[config.mk]
export PLATFORM = sky130hd
export DESIGN_NAME = ad9276_acq_ctrl
export DESIGN_NICKNAME = d
export VERILOG_FILES = /design/src/rtl/ad9276_pkg.sv /design/src/rtl/sync_edge_det.sv /design/src/rtl/ad9276_acq_ctrl.sv
export SDC_FILE = /design/constraint.sdc
export NUM_CORES = 1
export LEC_CHECK = 0
export CAP_MARGIN = 30
export CORE_UTILIZATION = 35
export DETAILED_ROUTE_END_ITERATION = 16
export PLACE_DENSITY = 0.7
export SETUP_SLACK_MARGIN = 0.5
export SYNTH_ARGS = -nofsm -noshare
export SYNTH_HDL_FRONTEND = slang
export SYNTH_HIERARCHICAL = 1
export SYNTH_SLANG_ARGS = --single-unit
[constraint.sdc]
create_clock -name clk -period 3.8 [get_ports clk]
set_input_delay 0.76 -clock clk [delete_from_list [all_inputs] [get_ports clk]]
set_output_delay 0.76 -clock clk [all_outputs]
set_load 0.02 [all_outputs]
[src/rtl/ad9276_pkg.sv]
// rtl/ad9276_pkg.sv - shared types and frame geometry for the AD9276 acquisition sequencer
package ad9276_pkg;

    localparam int NCH = 8;
    localparam int DW  = 14;
    localparam int FW  = NCH * DW;

    typedef enum logic [2:0] {
        IDLE,
        WAIT_LOCK,
        ARMED,
        DELAY,
        CAPTURE,
        DONE
    } state_e;

endpackage

[src/rtl/sync_edge_det.sv]
// rtl/sync_edge_det.sv - 2-FF synchronizer followed by a rising-edge pulse
module sync_edge_det (
    input  logic clk,
    input  logic rst,
    input  logic async_in,
    output logic pulse
);

    logic [2:0] sync_q;
    logic [2:0] sync_d;

    always_comb begin
        sync_d = {sync_q[1:0], async_in};
    end

    always_ff @(posedge clk) begin
        if (rst) begin
            sync_q <= '0;
        end else begin
            sync_q <= sync_d;
        end
    end

    // sync_q[0] may be metastable; only the second and third stages feed logic.
    assign pulse = sync_q[1] & ~sync_q[2];

endmodule

[src/rtl/ad9276_acq_ctrl.sv]
// rtl/ad9276_acq_ctrl.sv - lock-gated, triggered frame capture sequencer for the AD9276 deserializer
module ad9276_acq_ctrl
    import ad9276_pkg::*;
#(
    parameter int AW       = 12,
    parameter int DLYW     = 16,
    parameter int LOCK_CYC = 64
) (
    input  logic            clk,
    input  logic            rst,
    input  logic            dco_locked,
    input  logic            frame_stb,
    input  logic [FW-1:0]   din,
    input  logic            start,
    input  logic            soft_trig,
    input  logic            ext_trig,
    input  logic            trig_sel,
    input  logic [DLYW-1:0] cfg_delay,
    input  logic [AW:0]     cfg_nsamp,
    input  logic            abort,
    output logic            wr_en,
    output logic [AW-1:0]   wr_addr,
    output logic [FW-1:0]   wr_data,
    output logic            busy,
    output logic            armed,
    output logic            done,
    output logic            err,
    output logic [AW:0]     frames_written
);

    localparam int LCW = $clog2(LOCK_CYC + 1);

    logic ext_pulse;

    sync_edge_det u_ext_sync (
        .clk      (clk),
        .rst      (rst),
        .async_in (ext_trig),
        .pulse    (ext_pulse)
    );

    state_e          state_q, state_d;
    logic [LCW-1:0]  lock_cnt_q, lock_cnt_d;
    logic [DLYW-1:0] delay_q, delay_d;
    logic [AW:0]     nsamp_q, nsamp_d;
    logic            sel_q, sel_d;
    logic [DLYW-1:0] dly_cnt_q, dly_cnt_d;
    logic            wr_en_q, wr_en_d;
    logic [AW-1:0]   wr_addr_q, wr_addr_d;
    logic [FW-1:0]   wr_data_q, wr_data_d;
    logic            busy_q, busy_d;
    logic            armed_q, armed_d;
    logic            done_q, done_d;
    logic            err_q, err_d;
    logic [AW:0]     fw_q, fw_d;

    logic lock_ok;
    logic trig;
    logic busy_st;
    logic last_write;

    assign lock_ok    = (lock_cnt_q == LCW'(LOCK_CYC));
    assign trig       = sel_q ? ext_pulse : soft_trig;
    assign busy_st    = (state_q != IDLE) && (state_q != DONE);
    assign last_write = wr_en_q && ((fw_q + (AW+1)'(1)) == nsamp_q);

    always_comb begin
        lock_cnt_d = lock_cnt_q;
        if (!dco_locked) begin
            lock_cnt_d = '0;
        end else if (!lock_ok) begin
            lock_cnt_d = lock_cnt_q + LCW'(1);
        end
    end

    always_comb begin
        state_d   = state_q;
        delay_d   = delay_q;
        nsamp_d   = nsamp_q;
        sel_d     = sel_q;
        dly_cnt_d = dly_cnt_q;
        wr_en_d   = 1'b0;
        wr_addr_d = wr_addr_q;
        wr_data_d = wr_data_q;
        done_d    = done_q;
        err_d     = err_q;
        fw_d      = fw_q;

        // Address and count advance at the end of the write cycle, so wr_addr
        // shows the slot being written and then the next free slot.
        if (wr_en_q) begin
            wr_addr_d = wr_addr_q + AW'(1);
            fw_d      = fw_q + (AW+1)'(1);
        end

        case (state_q)
            IDLE, DONE: begin
                if (start) begin
                    state_d   = WAIT_LOCK;
                    delay_d   = cfg_delay;
                    nsamp_d   = cfg_nsamp;
                    sel_d     = trig_sel;
                    done_d    = 1'b0;
                    err_d     = 1'b0;
                    fw_d      = '0;
                    wr_addr_d = '0;
                end
            end
            WAIT_LOCK: begin
                if (lock_ok) begin
                    state_d = ARMED;
                end
            end
            ARMED: begin
                if (trig) begin
                    if (nsamp_q == '0) begin
                        state_d = DONE;
                        done_d  = 1'b1;
                    end else if (delay_q != '0) begin
                        state_d   = DELAY;
                        dly_cnt_d = delay_q;
                    end else begin
                        state_d = CAPTURE;
                    end
                end
            end
            DELAY: begin
                if (frame_stb) begin
                    dly_cnt_d = dly_cnt_q - DLYW'(1);
                    if (dly_cnt_q == DLYW'(1)) begin
                        state_d = CAPTURE;
                    end
                end
            end
            CAPTURE: begin
                if (last_write) begin
                    state_d = DONE;
                    done_d  = 1'b1;
                end else if (frame_stb) begin
                    wr_en_d   = 1'b1;
                    wr_data_d = din;
                end
            end
            default: state_d = IDLE;
        endcase

        // Abort outranks lock loss; both outrank everything above, including a
        // write that would otherwise be issued this cycle.
        if (busy_st && (abort || (!dco_locked && state_q != WAIT_LOCK))) begin
            state_d = IDLE;
            err_d   = 1'b1;
            done_d  = 1'b0;
            wr_en_d = 1'b0;
        end
    end

    always_comb begin
        busy_d  = (state_d != IDLE) && (state_d != DONE);
        armed_d = (state_d == ARMED);
    end

    always_ff @(posedge clk) begin
        if (rst) begin
            state_q    <= IDLE;
            lock_cnt_q <= '0;
            delay_q    <= '0;
            nsamp_q    <= '0;
            sel_q      <= 1'b0;
            dly_cnt_q  <= '0;
            wr_en_q    <= 1'b0;
            wr_addr_q  <= '0;
            wr_data_q  <= '0;
            busy_q     <= 1'b0;
            armed_q    <= 1'b0;
            done_q     <= 1'b0;
            err_q      <= 1'b0;
            fw_q       <= '0;
        end else begin
            state_q    <= state_d;
            lock_cnt_q <= lock_cnt_d;
            delay_q    <= delay_d;
            nsamp_q    <= nsamp_d;
            sel_q      <= sel_d;
            dly_cnt_q  <= dly_cnt_d;
            wr_en_q    <= wr_en_d;
            wr_addr_q  <= wr_addr_d;
            wr_data_q  <= wr_data_d;
            busy_q     <= busy_d;
            armed_q    <= armed_d;
            done_q     <= done_d;
            err_q      <= err_d;
            fw_q       <= fw_d;
        end
    end

    assign wr_en          = wr_en_q;
    assign wr_addr        = wr_addr_q;
    assign wr_data        = wr_data_q;
    assign busy           = busy_q;
    assign armed          = armed_q;
    assign done           = done_q;
    assign err            = err_q;
    assign frames_written = fw_q;

endmodule

==> reports/metrics.cfg, run 1 <==
[cts]
worstSkewPairLatency_ns = 0.52
cts_tree = built
cts_buffers = 24
cts_hold_buf = 0
post-cts-setup-buffers = 0
cts.sinks = 201
cts.path.max_buffers = 3
post_cts_resized = 0
htreeDepth = 1
path_clk_slew_ns = 0.06
root_buffer = clkbuf_16

[pwr]
p_per_area_nw_per_um2 = 398
ir_drop_mv = 0.307
pwr-share-comb_pct = 6.7
power.clock.fraction_pct = 49.4
leakagePower_nw = 5.36
netSwitchingPower_mw = 1.08
switching_share_pct = 22.0
power.internal_mw = 3.85
seq_power_share_pct = 43.8

[placed_design]
dp_cells = 1489
place_area_um2 = 11500
routabilityCongestion = 0.876
dp_hpwl_mm = 17.5
dp_slack_ns = 0.589
port_buffers = 291

[layout]
finalInstanceArea_um2 = 12400
area_delta_synth_final_pct = 48.0
drive_gt1_share_pct = 5.18
nets = 1354
stdcell_count = 1538

[yosys]
ys_ff_latch = 201
synth-edff-count = 0
syn-cell-area_um2 = 8380
synth_cell_types = 55
synth.top_cells.by_area = dfxtp_1 48%, mux2i_1 14%, nor2_1 7.9%, nand2_1 4.2%, a21oi_1 3.0%
async_reset_ff_share_pct = 0
synth_top_area_cell = dfxtp_1
syn_nets = 1085
ys_seq_area_share_pct = 48.0
netlist_instances = 929
yosysWarnings = 6
synthDominantCellAreaShare_pct = 48.0
syn_area_per_cell_um2 = 9.02
synthFlopType = dfxtp_1

[worst_setup_path]
rrSetupSlack_ns = 0.84
slowest_stage = dfxtp_1
path_delay_family = compound AO/OA/AOI/OAI gates
critPathArrivalTime_ns = 3.33
crit_fanout = 43
crit_buf_inv = 2
cp-end-kind = register
crit_type = reg2reg
cp.required_ns = 4.16
critPathLaunchType = register
crit_top_cell = buf_12
critPathMaxStageDelay_ns = 0.42
path_cells = ha_1 > and4_1 > nand4_1 > a311oi_1 > o2111ai_1 > o31ai_4 > buf_12 > buf_12 > mux2i_1 > nor2_1

[sta]
rsz0062_at_grt = no
fin_setup_tns_ns = 0
hold_slack_ns = 0.444
drv_slew = 0
slew_headroom_pct = 51.9
worst_slew_pin_slew_ns = 0.717
hold_viol = 0
timing.final.crit_share_pct = 77.9
finalCriticalPeriod_ns = 2.96
worst_slack_ns = 0.838
clock-skew-final_ns = 0.0193
fmax_ghz = 0.338
finalSetupViolCount = 0

[global_routing]
grt_remaining_overflow = 0
grt_util_met1_pct = 21.2
top_usage_layer = met2
grt_max_degree = 151
grt_use_met3_pct = 7.73
grtUsageMet2_pct = 33.8
antenna_found_initial = 5
grt_pass1_vias = 6942
track_usage_pct = 19.2
grt_pass1_wl_mm = 37.0

[hold_path]
hold_class = reg2reg

[drt]
drt-initial-drc-count = 359
drc = 0
vias = 7391
routed_via_density = 4.81
antenna_violating_nets_post_route = 0
wl_per_cell_um = 15.7
wl_mm = 24.2
first_pass_iters = 5

[floorplan]
ios = 292
num_rows = 56
die_h_um = 157
initial_core_util_pct = 35.7
coreArea_um2 = 23500
fp.dieW_um = 157
die_area_um2 = 24600

[flow_run]
cap_violations = 0

[status]
status = finished, final reports clean

## cell type report
cell class / count / area (um2)
fill: 2153 / 11100
sequential: 201 / 4020
multi-input combinational: 653 / 4000
timing repair buffer: 303 / 3060
clock buffer: 33 / 716
tap: 319 / 399
clock inverter: 11 / 144
inverter: 15 / 56.3
antenna: 3 / 7.51
## through the flow
stage | power (mW) | utilization, %
CTS | 5.01 | 52.7
global placement | 2.54 | 49.0
global route | 5.12 | 52.8
floorplan | 2.33 | -
detailed placement | 2.54 | 49.0
finish | 4.93 | 52.9
## sequential cells by signal, summed over array words and instances, names as in the netlist, 3 cells and up
name               flops
u_ext_sync/sync_q      3
wr_data              112
state_q                3
frames_written        13
wr_addr               12
lock_cnt_q             7
dly_cnt_q             16
delay_q               16
nsamp_q               13
## placed cells by master (no fill, tap or decap), drive strengths merged, types with 7 or more instances in the layout
| cell | n |
|---|---|
| clkinv | 7 |
| buf | 13 |
| o21ai | 23 |
| nor4 | 10 |
| nand2 | 94 |
| inv | 15 |
| xnor2 | 16 |
| dfxtp | 201 |
| nor2b | 7 |
| xor2 | 26 |
| nand4 | 15 |
| nand3 | 21 |
| a21oi | 50 |
| nor3 | 7 |
| nor2 | 176 |
| and3 | 7 |
| clkbuf | 33 |
| mux2i | 116 |
| clkdlybuf4s50 | 290 |
| a211oi | 10 |
## cell usage after synthesis (7+ instances only)
cell / number
nand2_1: 94
clkbuf_1: 40
a21oi_1: 50
buf_2: 8
nor3_1: 7
buf_6: 8
nor2_1: 176
nand4_1: 15
inv_1: 15
and3_1: 7
mux2i_1: 116
a211oi_1: 10
dfxtp_1: 201
nand3_1: 21
nor4_1: 10
xnor2_1: 16
o21ai_0: 22
xor2_1: 26
## worst reg2reg max path: stages, from the launching register on
cell,delay [ns]
dfxtp_1,0.42
ha_1,0.25
and4_1,0.36
nand4_1,0.19
a311oi_1,0.29
o2111ai_1,0.25
o31ai_4,0.27
buf_12,0.16
buf_12,0.28
mux2i_1,0.26
nor2_1,0.06
## power groups by stage
stage          clock [mW]  combinational (mW)  sequential [mW]
6_report             2.44               0.331             2.16
3_3_place_gp            0               0.329             2.21
5_1_grt              2.60               0.363             2.17
2_1_floorplan           0               0.134             2.20
4_1_cts              2.51               0.334             2.16
3_5_place_dp            0               0.332             2.21
## routing by layer
layer	vias to the layer above	part of all wire, %	wire length [um]
met3	33	10	2440
met1	3382	39	9450
met2	249	49	11900
met5	-	0.11	26
met4	4	1.5	361
li1	3723	-	-
## path summary, 6_finish.rpt
path                             start                    to  cells past startpoint
setup reg to reg     frames_written[0]          wr_data[103]                     10
hold / removal    u_ext_sync/sync_q[0]  u_ext_sync/sync_q[1]                      1
setup / recovery     frames_written[0]          wr_data[103]                     10
hold reg to reg   u_ext_sync/sync_q[0]  u_ext_sync/sync_q[1]                      1
## cell families (layout without fill, tap and decap cells)
| group | count (synthesis) | count (layout) | synth area share, % |
|---|---|---|---|
| buffers and inverters | 75 | 362 | 4.37 |
| muxes | 117 | 117 | 14.0 |
| xor gates and xnor gates | 42 | 42 | 4.39 |
| other | 0 | 3 | 0 |
| AOI/OAI and AO/OA | 123 | 123 | 9.15 |
| adders and majority gates | 7 | 7 | 1.02 |
| DFF | 201 | 201 | 48.0 |
| and+or+nand+nor | 364 | 364 | 19.1 |
Note: power is estimated with default switching activity, not from simulation.
==> run 2, diff against run 1 <==
- clock period: 3.8 -> 2.76 ns (I/O delays scaled with it)
==> run 2 against run 1 <==
Effect of this change: utilization increased by 1.7 points; sequential share of layout area decreased by 0.86 points; sequential cell count unchanged; clock skew decreased by 0.0053 ns; via count increased by 2.5%; clock power increased by 16%; fmax increased by 14%; critical path type unchanged; critical endpoint is now wr_data[42].
==> reports/metrics.cfg, run 2 (same netlist as run 1, synthesis figures left out) <==
[global_routing]
grt_max_degree = 157  ; was 151
grt_pass1_vias = 7259  ; was 6942
track_usage_pct = 18.7  ; was 19.2%
antenna_found_initial = 1  ; was 5
grt_pass1_wl_mm = 36.7  ; was 37.0 mm
grt_remaining_overflow = 0  ; unchanged

[worst_setup_path]
crit_fanout = 8  ; was 43
cp-end-kind = register  ; unchanged
crit_type = reg2reg  ; unchanged
critPathArrivalTime_ns = 2.94  ; was 3.33 ns
cp.required_ns = 3.12  ; was 4.16 ns
critPathLaunchType = register  ; unchanged

[sta]
clock-skew-final_ns = 0.0140  ; was 0.0193 ns
drv_slew = 0  ; unchanged
finalCriticalPeriod_ns = 2.59  ; was 2.96 ns
timing.final.crit_share_pct = 93.8  ; was 77.9%
finalSetupViolCount = 0  ; unchanged
hold_viol = 0  ; unchanged
fin_setup_tns_ns = 0  ; unchanged
hold_slack_ns = 0.319  ; was 0.444 ns
slew_headroom_pct = 42.0  ; was 51.9%
worst_slew_pin_slew_ns = 0.870  ; was 0.717 ns
worst_slack_ns = 0.172  ; was 0.838 ns
fmax_ghz = 0.386  ; was 0.338 GHz
rsz0062_at_grt = yes  ; was no

[cts]
path_clk_slew_ns = 0.06  ; about the same
htreeDepth = 1  ; unchanged
root_buffer = clkbuf_16  ; unchanged
cts.path.max_buffers = 3  ; unchanged
cts_tree = built  ; unchanged
cts.sinks = 201  ; unchanged
cts_hold_buf = 0  ; unchanged
worstSkewPairLatency_ns = 0.50  ; was 0.52 ns
cts_buffers = 23  ; was 24

[placed_design]
routabilityCongestion = 0.848  ; was 0.876
dp_cells = 1500  ; was 1489
place_area_um2 = 11700  ; was 11500 um2
port_buffers = 291  ; unchanged
dp_slack_ns = 0.0548  ; was 0.589 ns
dp_hpwl_mm = 16.6  ; was 17.5 mm

[pwr]
ir_drop_mv = 0.397  ; was 0.307 mV
finalPower_mw = 6.27  ; was 4.93 mW
p_per_area_nw_per_um2 = 489  ; was 398 nW/um2
leakagePower_nw = 5.54  ; was 5.36 nW

[hold_path]
hold_class = in2reg  ; was reg2reg

[layout]
stdcell_count = 1557  ; was 1538
final_util_pct = 54.6  ; was 52.9%
largest_reg_flops = 112  ; unchanged
nets = 1380  ; was 1354
drive_gt1_share_pct = 9.45  ; was 5.18%
mostFrequentLayoutCell = clkdlybuf4s50_1  ; unchanged
final_cell_mix = 289 x clkdlybuf4s50_1, 190 x dfxtp_1, 176 x nor2_1, 116 x mux2i_1, 94 x nand2_1  ; was 290 x clkdlybuf4s50_1, 201 x dfxtp_1, 176 x nor2_1, 116 x mux2i_1, 94 x nand2_1
area_delta_synth_final_pct = 52.9  ; was 48.0%
finalInstanceArea_um2 = 12800  ; was 12400 um2
n_antenna_cell = 0  ; was 3

[drt]
wl_per_cell_um = 15.5  ; was 15.7 um
wl_mm = 24.1  ; was 24.2 mm
drt-initial-drc-count = 355  ; was 359
vias = 7573  ; was 7391
drc = 0  ; unchanged
routed_via_density = 4.86  ; was 4.81
antenna_violating_nets_post_route = 0  ; unchanged
first_pass_iters = 5  ; unchanged

[floorplan]
die_area_um2 = 24600  ; unchanged
die_h_um = 157  ; unchanged
coreArea_um2 = 23500  ; unchanged
ios = 292  ; unchanged
fp.dieW_um = 157  ; unchanged
num_rows = 56  ; unchanged
initial_core_util_pct = 35.7  ; unchanged

[flow_run]
cap_violations = 0  ; unchanged

[status]
status = finished, final reports clean  ; unchanged

==> run 2: critical path, stage by stage (launching register included) <==
cell	delay (ns)
dfxtp_4	0.37
ha_4	0.15
and4_4	0.26
nand4_1	0.17
a311oi_2	0.27
o2111ai_2	0.20
o31ai_4	0.31
buf_12	0.19
buf_12	0.12
clkbuf_16	0.15
mux2i_1	0.19
nor2_1	0.05
==> run 2: cell type report <==
| class | count | area (um2) |
|---|---|---|
| Inverter | 15 | 56.3 |
| Timing Repair Buffer | 330 | 3510 |
| Multi-Input combinational cell | 653 | 4110 |
| Clock inverter | 11 | 65.1 |
| Clock buffer | 28 | 624 |
| Fill cell | 2114 | 10700 |
| Tap cell | 319 | 399 |
| Sequential cell | 201 | 4050 |
==> run 2: where the power goes <==
group | total [mW] | internal [mW] | switching [mW]
sequential | 2.98 | 2.94 | 0.0396
clock | 2.82 | 1.60 | 1.21
combinational | 0.481 | 0.283 | 0.198
total | 6.27 | 4.82 | 1.45
==> run 2: final timing paths <==
kind                        startpoint                    to  cells past startpoint  slack (ns)
hold reg to reg   u_ext_sync/sync_q[1]  u_ext_sync/sync_q[2]                      1        0.47
setup reg to reg     frames_written[1]           wr_data[42]                     11        0.17
hold / removal                     rst            nsamp_q[1]                      2        0.32
setup / recovery     frames_written[1]           wr_data[42]                     11        0.17
==> run 2: timing repair <==
item / in CTS / in global routing
pin swaps: 3 / 2
buffers inserted: 10 / 2
cloned: 2 / 4
gates resized for setup: 26 / 17
endpoints found under the setup margin: 116 / 117
==> run 2: per-layer routing <==
| layer | vias to the layer above | global-route usage (%) | wire, um |
|---|---|---|---|
| met2 | 264 | 31.8 | 11500 |
| met3 | 56 | 6.76 | 2180 |
| met4 | 2 | 7.19 | 884 |
| met1 | 3486 | 21.2 | 9540 |
| li1 | 3765 | - | - |
| met5 | - | 0 | 15 |
==> run 3, diff against run 2 <==
- TNS_END_PERCENT: not set -> 30
==> run 3 against run 2 <==
Effect of this change: clock skew fell by 0.0064 ns; hold slack improved by 0.11 ns; routed wire length fell by 1.5%; utilization down 1.2 points; first-iteration DRC count decreased by 0.85%; critical path depth down 1; die area unchanged; critical endpoint is now wr_data[49]; largest power group is now the clock network.
==> reports/metrics.cfg, run 3 (same netlist as run 1, synthesis figures left out) <==
[sta]
drv_slew = 0  ; unchanged
rsz0062_at_grt = yes  ; unchanged
fmax_ghz = 0.396  ; was 0.386 GHz
timing.final.crit_share_pct = 91.4  ; was 93.8%
fin_setup_tns_ns = 0  ; unchanged
finalCriticalPeriod_ns = 2.52  ; was 2.59 ns
finalSetupViolCount = 0  ; unchanged
slew_headroom_pct = 62.5  ; was 42.0%
clock-skew-final_ns = 0.00756  ; was 0.0140 ns
hold_viol = 0  ; unchanged
hold_slack_ns = 0.432  ; was 0.319 ns
worst_slew_pin_slew_ns = 0.560  ; was 0.870 ns

[pwr]
pwr-share-comb_pct = 7.0  ; was 7.7%
switching_share_pct = 21.8  ; was 23.1%
p_per_area_nw_per_um2 = 523  ; was 489 nW/um2
leakagePower_nw = 5.41  ; was 5.54 nW
seq_power_share_pct = 45.4  ; was 47.4%
ir_drop_mv = 0.385  ; was 0.397 mV
power.clock.fraction_pct = 47.6  ; was 44.9%
power.internal_mw = 5.13  ; was 4.82 mW
netSwitchingPower_mw = 1.43  ; was 1.45 mW

[drt]
vias = 7468  ; was 7573
wl_per_cell_um = 15.3  ; was 15.5 um
drc = 0  ; unchanged
wl_mm = 23.8  ; was 24.1 mm
routed_via_density = 4.82  ; was 4.86
drt-initial-drc-count = 352  ; was 355
first_pass_iters = 5  ; unchanged
antenna_violating_nets_post_route = 0  ; unchanged

[cts]
cts.path.max_buffers = 3  ; unchanged
path_clk_slew_ns = 0.06  ; about the same
cts.sinks = 201  ; unchanged
htreeDepth = 1  ; unchanged
root_buffer = clkbuf_16  ; unchanged
worstSkewPairLatency_ns = 0.50  ; about the same
cts_buffers = 23  ; unchanged
cts_hold_buf = 0  ; unchanged
cts_tree = built  ; unchanged

[global_routing]
grt_pass1_vias = 7296  ; was 7259
grt_remaining_overflow = 0  ; unchanged
track_usage_pct = 19.0  ; was 18.7%
grt_pass1_wl_mm = 37.3  ; was 36.7 mm
grt_max_degree = 53  ; was 157
antenna_found_initial = 3  ; was 1

[hold_path]
hold_class = in2reg  ; unchanged
hp-start = rst  ; unchanged

[layout]
largest_reg_flops = 112  ; unchanged
mostFrequentLayoutCell = clkdlybuf4s50_1  ; unchanged
nets = 1370  ; was 1380
area_delta_synth_final_pct = 49.6  ; was 52.9%
final_cell_mix = 290 x clkdlybuf4s50_1, 191 x dfxtp_1, 176 x nor2_1, 116 x mux2i_1, 94 x nand2_1  ; was 289 x clkdlybuf4s50_1, 190 x dfxtp_1, 176 x nor2_1, 116 x mux2i_1, 94 x nand2_1
fillers = 2140  ; was 2114
final_util_pct = 53.4  ; was 54.6%
drive_gt1_share_pct = 7.64  ; was 9.45%

[worst_setup_path]
cp-end-kind = register  ; unchanged
critPathLaunchType = register  ; unchanged
crit_type = reg2reg  ; unchanged
critPathArrivalTime_ns = 2.90  ; was 2.94 ns
r2r-start = frames_written[0]  ; was frames_written[1]
endpoint = wr_data[49]  ; was wr_data[42]
r2r_cells = 10  ; was 11
timing.rr.end = wr_data[49]  ; was wr_data[42]
rrSetupSlack_ns = 0.24  ; was 0.17 ns
crit_path_start = frames_written[0]  ; was frames_written[1]
crit_fanout = 23  ; was 8
cp.required_ns = 3.14  ; was 3.12 ns

[placed_design]
routabilityCongestion = 0.858  ; was 0.848
dp_hpwl_mm = 17.3  ; was 16.6 mm
port_buffers = 291  ; unchanged

[flow_run]
cap_violations = 0  ; unchanged

[floorplan]
ios = 292  ; unchanged
die_area_um2 = 24600  ; unchanged
coreArea_um2 = 23500  ; unchanged
initial_core_util_pct = 35.7  ; unchanged
num_rows = 56  ; unchanged
fp.dieW_um = 157  ; unchanged
die_h_um = 157  ; unchanged

[status]
status = finished, final reports clean  ; unchanged

run 3: changes by cell type in the layout (fill, tap and decap cells not counted), moves of 4 or more:
cell	change
clkinv_2	-4
buf_6	-5
buf_12	-4
buf_4	+8
clkbuf_16	-4
or3_1	+4
or3_4	-4
run 3: worst min path at each step:
| stage | end | slack [ns] | depth (start not counted) |
|---|---|---|---|
| final | wr_data[88] | 0.43 | 2 |
| after global routing | wr_data[81] | 0.43 | 2 |
| after CTS | wr_data[88] | 0.41 | 2 |
| after detailed placement | u_ext_sync/sync_q[1] | 0.44 | 1 |
| after global placement | u_ext_sync/sync_q[1] | 0.43 | 1 |
| after floorplan | u_ext_sync/sync_q[1] | 0.41 | 1 |
run 3: power by group through the flow:
stage / Sequential (mW) / Combinational (mW) / Clock [mW]
after floorplan: 3.03 / 0.186 / 0
after global placement: 3.04 / 0.461 / 0
after detailed placement: 3.04 / 0.462 / 0
after CTS: 2.97 / 0.465 / 3.22
after global routing: 2.98 / 0.504 / 3.33
final: 2.98 / 0.462 / 3.12
run 3: area by class of cell:
| cell class | instances | area [um2] | area share [%] |
|---|---|---|---|
| flip-flops and latches | 201 | 4040 | 32.2 |
| clock buffers | 32 | 649 | 5.18 |
| diodes | 1 | 2.50 | 0.0200 |
| repair buffers | 320 | 3220 | 25.7 |
| inverters | 15 | 56.3 | 0.449 |
| well taps | 319 | 399 | 3.18 |
| multi-input cells | 653 | 4040 | 32.2 |
| clock inverters | 9 | 128 | 1.02 |
run 3: metrics by stage:
stage               power [mW]  setup WS (ns)  std cells  instance area (um2)
finish                    6.56          0.238       1550                12500
global route              6.81         0.0645       1549                12500
CTS                       6.65          0.187       1549                12500
detailed placement        3.50         0.0406       1504                11700
global placement          3.50          0.143       1504                11700
floorplan                 3.21          0.303        929                 8460
run 3: layer usage:
metal	track usage, %	vias up	wire, um
met4	5.14	4	442
met3	6.42	35	2220
met1	22.4	3428	9650
met5	0	-	27
met2	32.7	248	11400
li1	-	3753	-
run 3: timing repair:
item	CTS	global route
cloned	0	0
endpoints found under the setup margin	117	119
resized for setup	4	6
buffers inserted	4	0
endpoints found under the hold margin	0	0
pin swaps	0	1
run 3: critical path: stages, from the launching register on:
cell and delay (ns):
dfxtp_4 0.39, ha_4 0.16, and4_4 0.26, nand4_1 0.17, a311oi_2 0.26, o2111ai_2 0.20, o31ai_4 0.26, buf_12 0.21
buf_16 0.20, mux2i_1 0.21, nor2_1 0.06
